==> src/rtl/fifo_burst_reader_pkg.sv <==
// Shared definitions for the FIFO burst controllers: state encoding and skid buffer sizing.
package fifo_burst_reader_pkg;

    typedef enum logic [2:0] {
        ST_IDLE  = 3'd0,
        ST_RUN   = 3'd1,
        ST_DRAIN = 3'd2,
        ST_DONE  = 3'd3,
        ST_ABORT = 3'd4
    } state_e;

    localparam int unsigned SKID_DEPTH = 2;
    localparam int unsigned OCC_WIDTH  = $clog2(SKID_DEPTH + 1);

endpackage

==> src/rtl/fifo_skid_buf.sv <==
// Two-entry in-order skid buffer; entry 0 is always the head. Flush wins over push.
module fifo_skid_buf
    import fifo_burst_reader_pkg::*;
#(
    parameter int unsigned DATA_WIDTH = 8
) (
    input  logic                  clk,
    input  logic                  rst_n,
    input  logic                  flush_i,
    input  logic                  push_i,
    input  logic [DATA_WIDTH-1:0] push_data_i,
    input  logic                  pop_i,
    output logic [OCC_WIDTH-1:0]  occ_o,
    output logic [DATA_WIDTH-1:0] head_o
);

    logic [DATA_WIDTH-1:0] ent0_q, ent0_d;
    logic [DATA_WIDTH-1:0] ent1_q, ent1_d;
    logic [OCC_WIDTH-1:0]  occ_q, occ_d;
    logic [OCC_WIDTH-1:0]  base;

    // Pop shifts entry 1 forward (clearing it), then push lands in the first free slot.
    always_comb begin
        ent0_d = ent0_q;
        ent1_d = ent1_q;
        occ_d  = occ_q;
        base   = occ_q;
        if (flush_i) begin
            ent0_d = '0;
            ent1_d = '0;
            occ_d  = '0;
        end else begin
            if (pop_i && (occ_q != '0)) begin
                ent0_d = ent1_q;
                ent1_d = '0;
                base   = occ_q - OCC_WIDTH'(1);
            end
            occ_d = base;
            if (push_i && (base < OCC_WIDTH'(SKID_DEPTH))) begin
                if (base == '0) begin
                    ent0_d = push_data_i;
                end else begin
                    ent1_d = push_data_i;
                end
                occ_d = base + OCC_WIDTH'(1);
            end
        end
    end

    always_ff @(posedge clk or negedge rst_n) begin
        if (!rst_n) begin
            ent0_q <= '0;
            ent1_q <= '0;
            occ_q  <= '0;
        end else begin
            ent0_q <= ent0_d;
            ent1_q <= ent1_d;
            occ_q  <= occ_d;
        end
    end

    assign occ_o  = occ_q;
    assign head_o = ent0_q;

endmodule

==> src/rtl/fifo_burst_reader.sv <==
// Pops a burst of words from a registered-output FIFO and streams them out on valid/ready.
module fifo_burst_reader
    import fifo_burst_reader_pkg::*;
#(
    parameter int unsigned DATA_WIDTH = 8,
    parameter int unsigned LEN_WIDTH  = 8
) (
    input  logic                  clk,
    input  logic                  rst_n,
    input  logic                  start,
    input  logic [LEN_WIDTH-1:0]  burst_len,
    input  logic                  abort,
    input  logic                  fifo_empty,
    input  logic [DATA_WIDTH-1:0] fifo_data,
    output logic                  fifo_rd_en,
    output logic                  m_valid,
    input  logic                  m_ready,
    output logic [DATA_WIDTH-1:0] m_data,
    output logic                  busy,
    output logic                  done,
    output logic                  aborted
);

    localparam int unsigned SUM_WIDTH = OCC_WIDTH + 1;

    state_e                 state_q, state_d;
    logic [LEN_WIDTH-1:0]   len_q, len_d;
    logic [LEN_WIDTH-1:0]   issued_q, issued_d;
    logic [LEN_WIDTH-1:0]   delivered_q, delivered_d;
    logic                   inflight_q;
    logic                   busy_q, done_q, aborted_q;
    logic                   pop, flush;
    logic [OCC_WIDTH-1:0]   occ, occ_nx;
    logic [SUM_WIDTH-1:0]   room;

    assign pop = m_valid && m_ready;

    // Issue and state decisions look one cycle ahead so a full-rate burst has no bubbles.
    always_comb begin
        state_d     = state_q;
        len_d       = len_q;
        issued_d    = issued_q;
        delivered_d = delivered_q;
        fifo_rd_en  = 1'b0;
        flush       = 1'b0;
        room        = SUM_WIDTH'(occ) + SUM_WIDTH'(inflight_q) - SUM_WIDTH'(pop);
        occ_nx      = occ + OCC_WIDTH'(inflight_q) - OCC_WIDTH'(pop);

        if ((state_q == ST_RUN) && !abort && !fifo_empty && (issued_q < len_q) &&
            (room < SUM_WIDTH'(SKID_DEPTH))) begin
            fifo_rd_en = 1'b1;
        end
        if (fifo_rd_en) issued_d = issued_q + LEN_WIDTH'(1);
        if (pop)        delivered_d = delivered_q + LEN_WIDTH'(1);

        case (state_q)
            ST_IDLE: begin
                if (start) begin
                    len_d       = burst_len;
                    issued_d    = '0;
                    delivered_d = '0;
                    state_d     = (burst_len == '0) ? ST_DONE : ST_RUN;
                end
            end
            ST_RUN: begin
                if (issued_d == len_q) state_d = ST_DRAIN;
            end
            ST_DRAIN: begin
                if (!inflight_q && (occ_nx == '0) && (delivered_d == len_q)) state_d = ST_DONE;
            end
            ST_DONE: begin
                state_d = ST_IDLE;
            end
            ST_ABORT: begin
                flush = 1'b1;
                if (!inflight_q) state_d = ST_IDLE;
            end
            default: begin
                state_d = ST_IDLE;
            end
        endcase

        // Abort overrides any completion decided above.
        if (abort && (state_q inside {ST_RUN, ST_DRAIN, ST_DONE})) begin
            state_d = ST_ABORT;
            flush   = 1'b1;
        end
    end

    always_ff @(posedge clk or negedge rst_n) begin
        if (!rst_n) begin
            state_q     <= ST_IDLE;
            len_q       <= '0;
            issued_q    <= '0;
            delivered_q <= '0;
            inflight_q  <= 1'b0;
            busy_q      <= 1'b0;
            done_q      <= 1'b0;
            aborted_q   <= 1'b0;
        end else begin
            state_q     <= state_d;
            len_q       <= len_d;
            issued_q    <= issued_d;
            delivered_q <= delivered_d;
            inflight_q  <= fifo_rd_en;
            busy_q      <= (state_d != ST_IDLE);
            done_q      <= (state_d == ST_DONE);
            aborted_q   <= (state_d == ST_ABORT) && !fifo_rd_en;
        end
    end

    fifo_skid_buf #(
        .DATA_WIDTH (DATA_WIDTH)
    ) u_skid (
        .clk         (clk),
        .rst_n       (rst_n),
        .flush_i     (flush),
        .push_i      (inflight_q),
        .push_data_i (fifo_data),
        .pop_i       (pop),
        .occ_o       (occ),
        .head_o      (m_data)
    );

    assign m_valid = (occ != '0);
    assign busy    = busy_q;
    assign done    = done_q;
    assign aborted = aborted_q;

endmodule
==> config.mk <==
export PLATFORM = sky130hd
export DESIGN_NAME = fifo_burst_reader
export DESIGN_NICKNAME = d
export VERILOG_FILES = /design/src/rtl/fifo_burst_reader_pkg.sv /design/src/rtl/fifo_skid_buf.sv /design/src/rtl/fifo_burst_reader.sv
export SDC_FILE = /design/constraint.sdc
export NUM_CORES = 1
export LEC_CHECK = 0
export BUFFER_PORTS_ARGS = -buffer_cell sky130_fd_sc_hd__buf_2
export CAP_MARGIN = 20
export CELL_PAD_IN_SITES_DETAIL_PLACEMENT = 0
export CELL_PAD_IN_SITES_GLOBAL_PLACEMENT = 1
export CORE_AREA = 4 4 113 61
export CTS_BUF_LIST = sky130_fd_sc_hd__clkbuf_4 sky130_fd_sc_hd__clkbuf_8 sky130_fd_sc_hd__clkbuf_16
export CTS_CLUSTER_SIZE = 28
export DETAILED_ROUTE_END_ITERATION = 10
export DIE_AREA = 0 0 117 65
export PLACE_DENSITY = 0.88
export SYNTH_ARGS = -nofsm -noshare
export SYNTH_HDL_FRONTEND = slang
export SYNTH_SLANG_ARGS = --single-unit
==> constraint.sdc <==
create_clock -name clk -period 7.87 [get_ports clk]
set_input_delay 0.787 -clock clk [delete_from_list [all_inputs] [get_ports clk]]
set_output_delay 0.787 -clock clk [all_outputs]
set_load 0.005 [all_outputs]
==> results of run 1 <==
## cell type report
cell class / instances / share of cell area
timing repair buffer: 36 / 0.0586
inverter: 14 / 0.0166
tap: 77 / 0.0305
clock buffer: 6 / 0.0420
clock inverter: 2 / 0.00317
sequential: 49 / 0.388
multi-input combinational: 222 / 0.461
## registers in the layout (all words and copies together) (netlist names), 2 cells and up
register	cells
delivered_q	8
issued_q	8
len_q	8
u_skid.ent1_q	8
u_skid.head_o	8
state_q	3
u_skid.occ_o	2
## routing by layer
metal,global-route usage,vias up,part of all wire,routed length (um)
met1,0.292,1072,0.53,3320
met3,0.0504,2,0.071,442
met5,0,-,0,0
met4,0.0300,0,0.0048,30
li1,-,1094,-,-
met2,0.228,52,0.39,2470
## layout by cell type, fill, tap and decap left out, types with 2 or more instances in the layout
| master | instances |
|---|---|
| nor2_1 | 32 |
| and3_1 | 4 |
| nor3_1 | 2 |
| ha_1 | 13 |
| or4_1 | 2 |
| nand4_1 | 9 |
| buf_2 | 34 |
| nand2_1 | 45 |
| inv_1 | 13 |
| clkinv_2 | 2 |
| nor3b_1 | 3 |
| nand2b_1 | 2 |
| o21ai_0 | 9 |
| a311oi_1 | 8 |
| and2_1 | 4 |
| mux2i_1 | 3 |
| a21o_1 | 3 |
| xnor3_1 | 2 |
| nand3_1 | 14 |
| dfrtp_1 | 49 |
| a31oi_1 | 3 |
| clkbuf_16 | 5 |
| a31o_2 | 3 |
| a21oi_1 | 12 |
| xor2_1 | 14 |
| nor2b_1 | 2 |
| buf_4 | 2 |
| xnor2_1 | 15 |
| nor4_1 | 3 |
| a211oi_1 | 2 |
## through the flow
step                worst slack [ps]  hold WS, ps
floorplan                       3740          491
global placement                2970          523
detailed placement              2790          531
CTS                             2940          541
global route                    2420          572
finish                          2870          542
## Yosys cell counts
library cell,n
a211o_1,1
a211oi_1,2
a211oi_2,1
a21o_1,3
a21oi_1,12
a311oi_1,8
a31o_2,3
a31oi_1,3
and2_1,4
and3_1,4
and4_1,1
buf_1,1
buf_2,2
clkbuf_1,10
dfrtp_1,49
fa_1,1
ha_1,13
inv_1,13
inv_2,1
mux2_2,1
mux2i_1,3
nand2_1,45
nand2b_1,2
nand3_1,14
nand4_1,9
nor2_1,32
nor2b_1,2
nor3_1,2
nor3_2,1
nor3b_1,3
nor4_1,3
nor4b_1,2
nor4b_4,1
o2111ai_1,1
o21ai_0,9
o21bai_1,1
o221ai_1,1
or2_2,1
or4_1,2
xnor2_1,15
xnor3_1,2
xor2_1,14
## worst max path at each step
stage                     depth (start not counted)    endpoint  slack, ps            start
after global routing                             18  state_q[0]       2420  u_skid.occ_o[1]
after global placement                           16  state_q[0]       2970          m_ready
final                                            18  state_q[0]       2870  u_skid.occ_o[1]
after floorplan                                  17  state_q[0]       3740          m_ready
after detailed placement                         16  state_q[0]       2790          m_ready
after CTS                                        18  state_q[0]       2940  u_skid.occ_o[1]
## worst max-delay path, delay by kind of cell, from the launching register on
kind	cells	cell delay (ps)
XOR/XNOR	1	140
buffers and inverters	5	710
adder cells (fa/ha/maj)	4	980
AND/OR/NAND/NOR	6	1710
AO/OA/AOI/OAI	2	900
flip-flops	1	420
## report_power, final
| part | internal (uW) | switching (uW) | leakage (uW) |
|---|---|---|---|
| clock | 120 | 91.4 | 0.0000740 |
| sequential | 302 | 55.5 | 0.000660 |
| combinational | 155 | 213 | 0.000768 |
| total | 577 | 360 | 0.00150 |
## kinds of logic (layout without fill, tap and decap cells)
logic type	count (synthesis)	count (layout)	share of synthesized area
AOI/OAI and AO/OA	45	45	0.109
xor gates and xnor gates	31	31	0.108
adders and majority gates	14	14	0.0657
buffers and inverters	27	58	0.0374
DFF	49	49	0.441
muxes	4	4	0.0149
and+or+nand+nor	128	128	0.224
==> results.py, run 1 <==
metrics = {
    "run_status": {
        "status": "finished clean",
    },
    "floorplanning": {
        "die_w_um": 117,
        "rows": 20,
        "die_h_um": 65,
        "dieArea_um2": 7610,
        "io_pins": 35,
        "fp.coreArea_um2": 5910,
        "start_util": 0.471,
    },
    "global_route": {
        "globalRoute.totalOverflow": 0,
        "grt_use_total": 0.178,
        "grt_pass1_wl_mm": 10.5,
        "grt_max_degree": 50,
        "antenna_found_initial": 0,
        "grt_pass1_vias": 2030,
    },
    "worst_hold_path": {
        "min_to": "u_skid.ent1_q[6]",
        "min_path_type": "reg2reg",
        "min_path_cells": 2,
        "min-delay-start": "u_skid.ent1_q[6]",
    },
    "pwr": {
        "ir_drop_mv": 0.111,
        "power_uw": 937,
        "power_leakage_uw": 0.00150,
        "powerDensity_nw_per_um2": 297,
    },
    "cts": {
        "clock_sinks": 49,
        "cts_tree": "done",
        "cts_post_setup_buffers_inserted": 0,
        "htree_levels": 2,
        "clk_path_buf_depth": 2,
        "clk_pin_slew_ps": 60,
        "clk_root_buffer_cell": "clkbuf_16",
        "numCtsBuffers": 5,
        "insertion_delay_ps": 290,
        "cts_resized": 0,
        "ctsHoldBuffers": 0,
    },
    "critical_path": {
        "start_kind": "flip-flop",
        "crit_path_end_kind": "flip-flop",
        "critical_path_class": "reg2reg",
        "rr_worst_depth": 18,
        "r2r-start": "u_skid.occ_o[1]",
        "worstPathCellList": "inv_1 -> ha_1 -> inv_1 -> nand2_1 -> inv_2 -> ha_1 -> inv_1 -> ha_1 -> inv_1 -> fa_1 -> xnor2_1 -> nand4_1 -> a211oi_2 -> nand4_1 -> nor3b_1 -> or4_1 -> nor3_2 -> o21bai_1",
        "cpPeakStageDelay_ps": 810,
        "worstPathArrival_ps": 5170,
        "critPathMostFrequentCell": "inv_1",
        "required_ps": 8040,
        "rrSetupSlack_ps": 2870,
        "r2r_end": "state_q[0]",
        "crit_fanout": 19,
        "cpMaxStageDelayCell": "a211oi_2",
    },
    "layout": {
        "multi_input_comb_area_um2": 1460,
        "area_delta_synth_final_pct": 13.6,
        "drive_above_1_share": 0.164,
        "fillers": 533,
        "seq_area_um2": 1230,
        "final_util": 0.535,
        "fin_nets": 364,
        "finalNonFillerCells": 406,
        "finalInstanceArea_um2": 3160,
        "antenna_cells": 0,
    },
    "routing": {
        "wl_mm": 6.26,
        "firstDrtPassIters": 4,
        "num_vias": 2220,
        "ant_nets": 0,
        "drt-initial-drc-count": 174,
        "vias_per_cell": 5.47,
        "remaining_drc_errors": 0,
        "wl_per_cell_um": 15.4,
    },
    "sta": {
        "fin_crit_sh": 0.636,
        "period_minus_slack_ps": 5000,
        "relSlewSlack": 0.368,
        "rsz0062_at_grt": "no",
        "fmax_mhz": 200,
        "setup_violations": 0,
        "fin_skew_ps": 6.05,
        "hold_viol_final": 0,
        "worst_pin_slew_ps": 946,
        "timing.final.max_slew_violations": 0,
        "fin_tns_setup_ps": 0,
    },
    "synth": {
        "yosys_warnings": 0,
        "syn_nets": 334,
        "syn_avg_cell_area_um2": 9.33,
        "ys_seq_area_frac": 0.441,
        "synth_top_area_share": 0.441,
        "netlist_area_um2": 2780,
        "synth_area_leaders": "dfrtp_1 (44%), nand2_1 (6.1%), ha_1 (5.9%)",
        "netlist.top_cell.by_area": "dfrtp_1",
        "ys_ff_latch": 49,
        "netlist-cell-type-count": 42,
        "synth_cells": 298,
    },
    "placement": {
        "placed_cells": 398,
        "place_hpwl_mm": 4.67,
        "numPortBuffers": 34,
        "place_congestion": 0.857,
        "placed_cell_area_um2": 3020,
    },
    "flow_run": {
        "cap_violations": 0,
    },
}
No activity file was read; power rests on OpenSTA's default activity.
==> run 2: changes to the inputs <==
- CORE_AREA: 4 4 113 61 -> 4 4 118 64
- DIE_AREA: 0 0 117 65 -> 0 0 122 68
- PLACE_DENSITY: 0.88 -> 0.81
- clock period: 7.87 -> 4.8 ns (I/O delays scaled with it)
==> run 2 against run 1 <==
Non-clock buffer count grew 3. Hold slack lost 260 ps. Die area grew 9.1%. Utilization shrank 4.4 points. Critical path type unchanged. Largest cell class unchanged.
==> results.py, run 2 (synthesis results as in run 1) <==
metrics = {
    "run_status": {
        "status": "finished clean",
    },
    "sta": {
        "worst_pin_slew_ps": 624,
        "relSlewSlack": 0.584,
        "fin_crit_sh": 0.757,
        "fmax_mhz": 275,
        "period_minus_slack_ps": 3630,
        "setup_violations": 0,
        "timing.final.max_slew_violations": 0,
        "fin_tns_setup_ps": 0,
        "fin_skew_ps": 5.81,
        "hold_viol_final": 0,
        "rsz0062_at_grt": "no",
    },
    "routing": {
        "vias_per_cell": 5.23,
        "drt-initial-drc-count": 185,
        "wl_per_cell_um": 15.2,
        "wl_mm": 6.42,
        "ant_nets": 0,
        "firstDrtPassIters": 4,
        "remaining_drc_errors": 0,
        "num_vias": 2205,
    },
    "pwr": {
        "ir_drop_mv": 0.194,
        "powerDensity_nw_per_um2": 478,
        "power_uw": 1520,
        "power_leakage_uw": 0.00151,
    },
    "floorplanning": {
        "start_util": 0.428,
        "rows": 21,
        "io_pins": 35,
        "die_h_um": 68,
        "die_w_um": 122,
        "dieArea_um2": 8300,
        "fp.coreArea_um2": 6490,
    },
    "placement": {
        "numPortBuffers": 34,
        "place_hpwl_mm": 4.78,
        "place_congestion": 0.881,
        "placed_cells": 416,
    },
    "global_route": {
        "antenna_found_initial": 0,
        "globalRoute.totalOverflow": 0,
        "grt_use_total": 0.173,
        "grt_max_degree": 50,
        "grt_pass1_vias": 2075,
        "grt_pass1_wl_mm": 10.9,
    },
    "layout": {
        "final_cell_mix": "dfrtp_1 (49), nand2_1 (45), buf_2 (34), nor2_1 (32), xnor2_1 (15)",
        "final_common_cell": "dfrtp_1",
        "final_util": 0.491,
        "seq_area_um2": 1230,
        "multi_input_comb_area_um2": 1460,
        "area_delta_synth_final_pct": 14.7,
        "drive_above_1_share": 0.167,
        "fillers": 606,
        "fin_nets": 367,
        "antenna_cells": 0,
        "finalNonFillerCells": 422,
    },
    "critical_path": {
        "worstPathArrival_ps": 3810,
        "required_ps": 4970,
        "crit_fanout": 14,
        "crit_path_end_kind": "flip-flop",
        "start_kind": "flip-flop",
        "critical_path_class": "reg2reg",
    },
    "cts": {
        "insertion_delay_ps": 290,
        "clock_sinks": 49,
        "clk_pin_slew_ps": 60,
        "clk_path_buf_depth": 2,
        "htree_levels": 2,
        "cts_tree": "done",
        "cts_post_setup_buffers_inserted": 0,
        "numCtsBuffers": 5,
        "ctsHoldBuffers": 0,
        "clk_root_buffer_cell": "clkbuf_16",
        "cts_resized": 0,
    },
    "flow_run": {
        "cap_violations": 0,
    },
    "worst_hold_path": {
        "min_path_type": "in2async",
    },
}
[run 2: power breakdown]
part | internal [uW] | total [uW] | switching (uW)
Sequential | 495 | 586 | 91.1
Combinational | 260 | 607 | 347
Clock | 186 | 330 | 144
Total | 941 | 1520 | 582
[run 2: layer usage]
layer  vias to the layer above  wire length, um  share of wire  GRT usage
met4                         0               55         0.0086     0.0335
met3                         7              429          0.067     0.0578
met1                      1047             3490           0.54      0.275
met5                         -                0              0          0
li1                       1098                -              -          -
met2                        53             2450           0.38      0.220
[run 2: worst paths after layout]
kind | to | startpoint | depth (start not counted) | slack, ps
setup / recovery | state_q[0] | u_skid.occ_o[1] | 19 | 1170
hold / removal | len_q[5] | rst_n | 2 | 290
setup reg to reg | state_q[0] | u_skid.occ_o[1] | 19 | 1170
hold reg to reg | u_skid.ent1_q[5] | u_skid.ent1_q[5] | 2 | 540
max in group asynchronous | u_skid.head_o[3] | rst_n | 2 | 4080
min in group clk | len_q[6] | burst_len[6] | 3 | 420
[run 2: cell type report]
type	count	share of cell area
clock inverter	1	0.00157
sequential	49	0.385
clock buffer	5	0.0392
timing repair buffer	39	0.0651
inverter	14	0.0165
multi-input combinational	222	0.457
tap	92	0.0361
[run 2: critical path: stages, from the launching register on]
cell and delay (ps):
dfrtp_1 430, inv_1 60, ha_1 170, inv_1 60
nand2_1 70, inv_2 60, ha_1 210, inv_1 60
ha_1 130, inv_1 50, fa_1 370, xnor2_1 140
nand4_1 130, a211oi_2 210, buf_4 230, and3_1 240
a31oi_1 90, or4_1 540, nor3_2 190, o21bai_1 80
[run 2: per-stage QoR]
stage	hold slack (ps)	setup WS (ps)	instance area [um2]
after global routing	355	799	3190
after floorplan	184	756	2780
after CTS	322	1130	3190
after global placement	523	1260	3060
after detailed placement	531	1150	3060
final	285	1170	3190
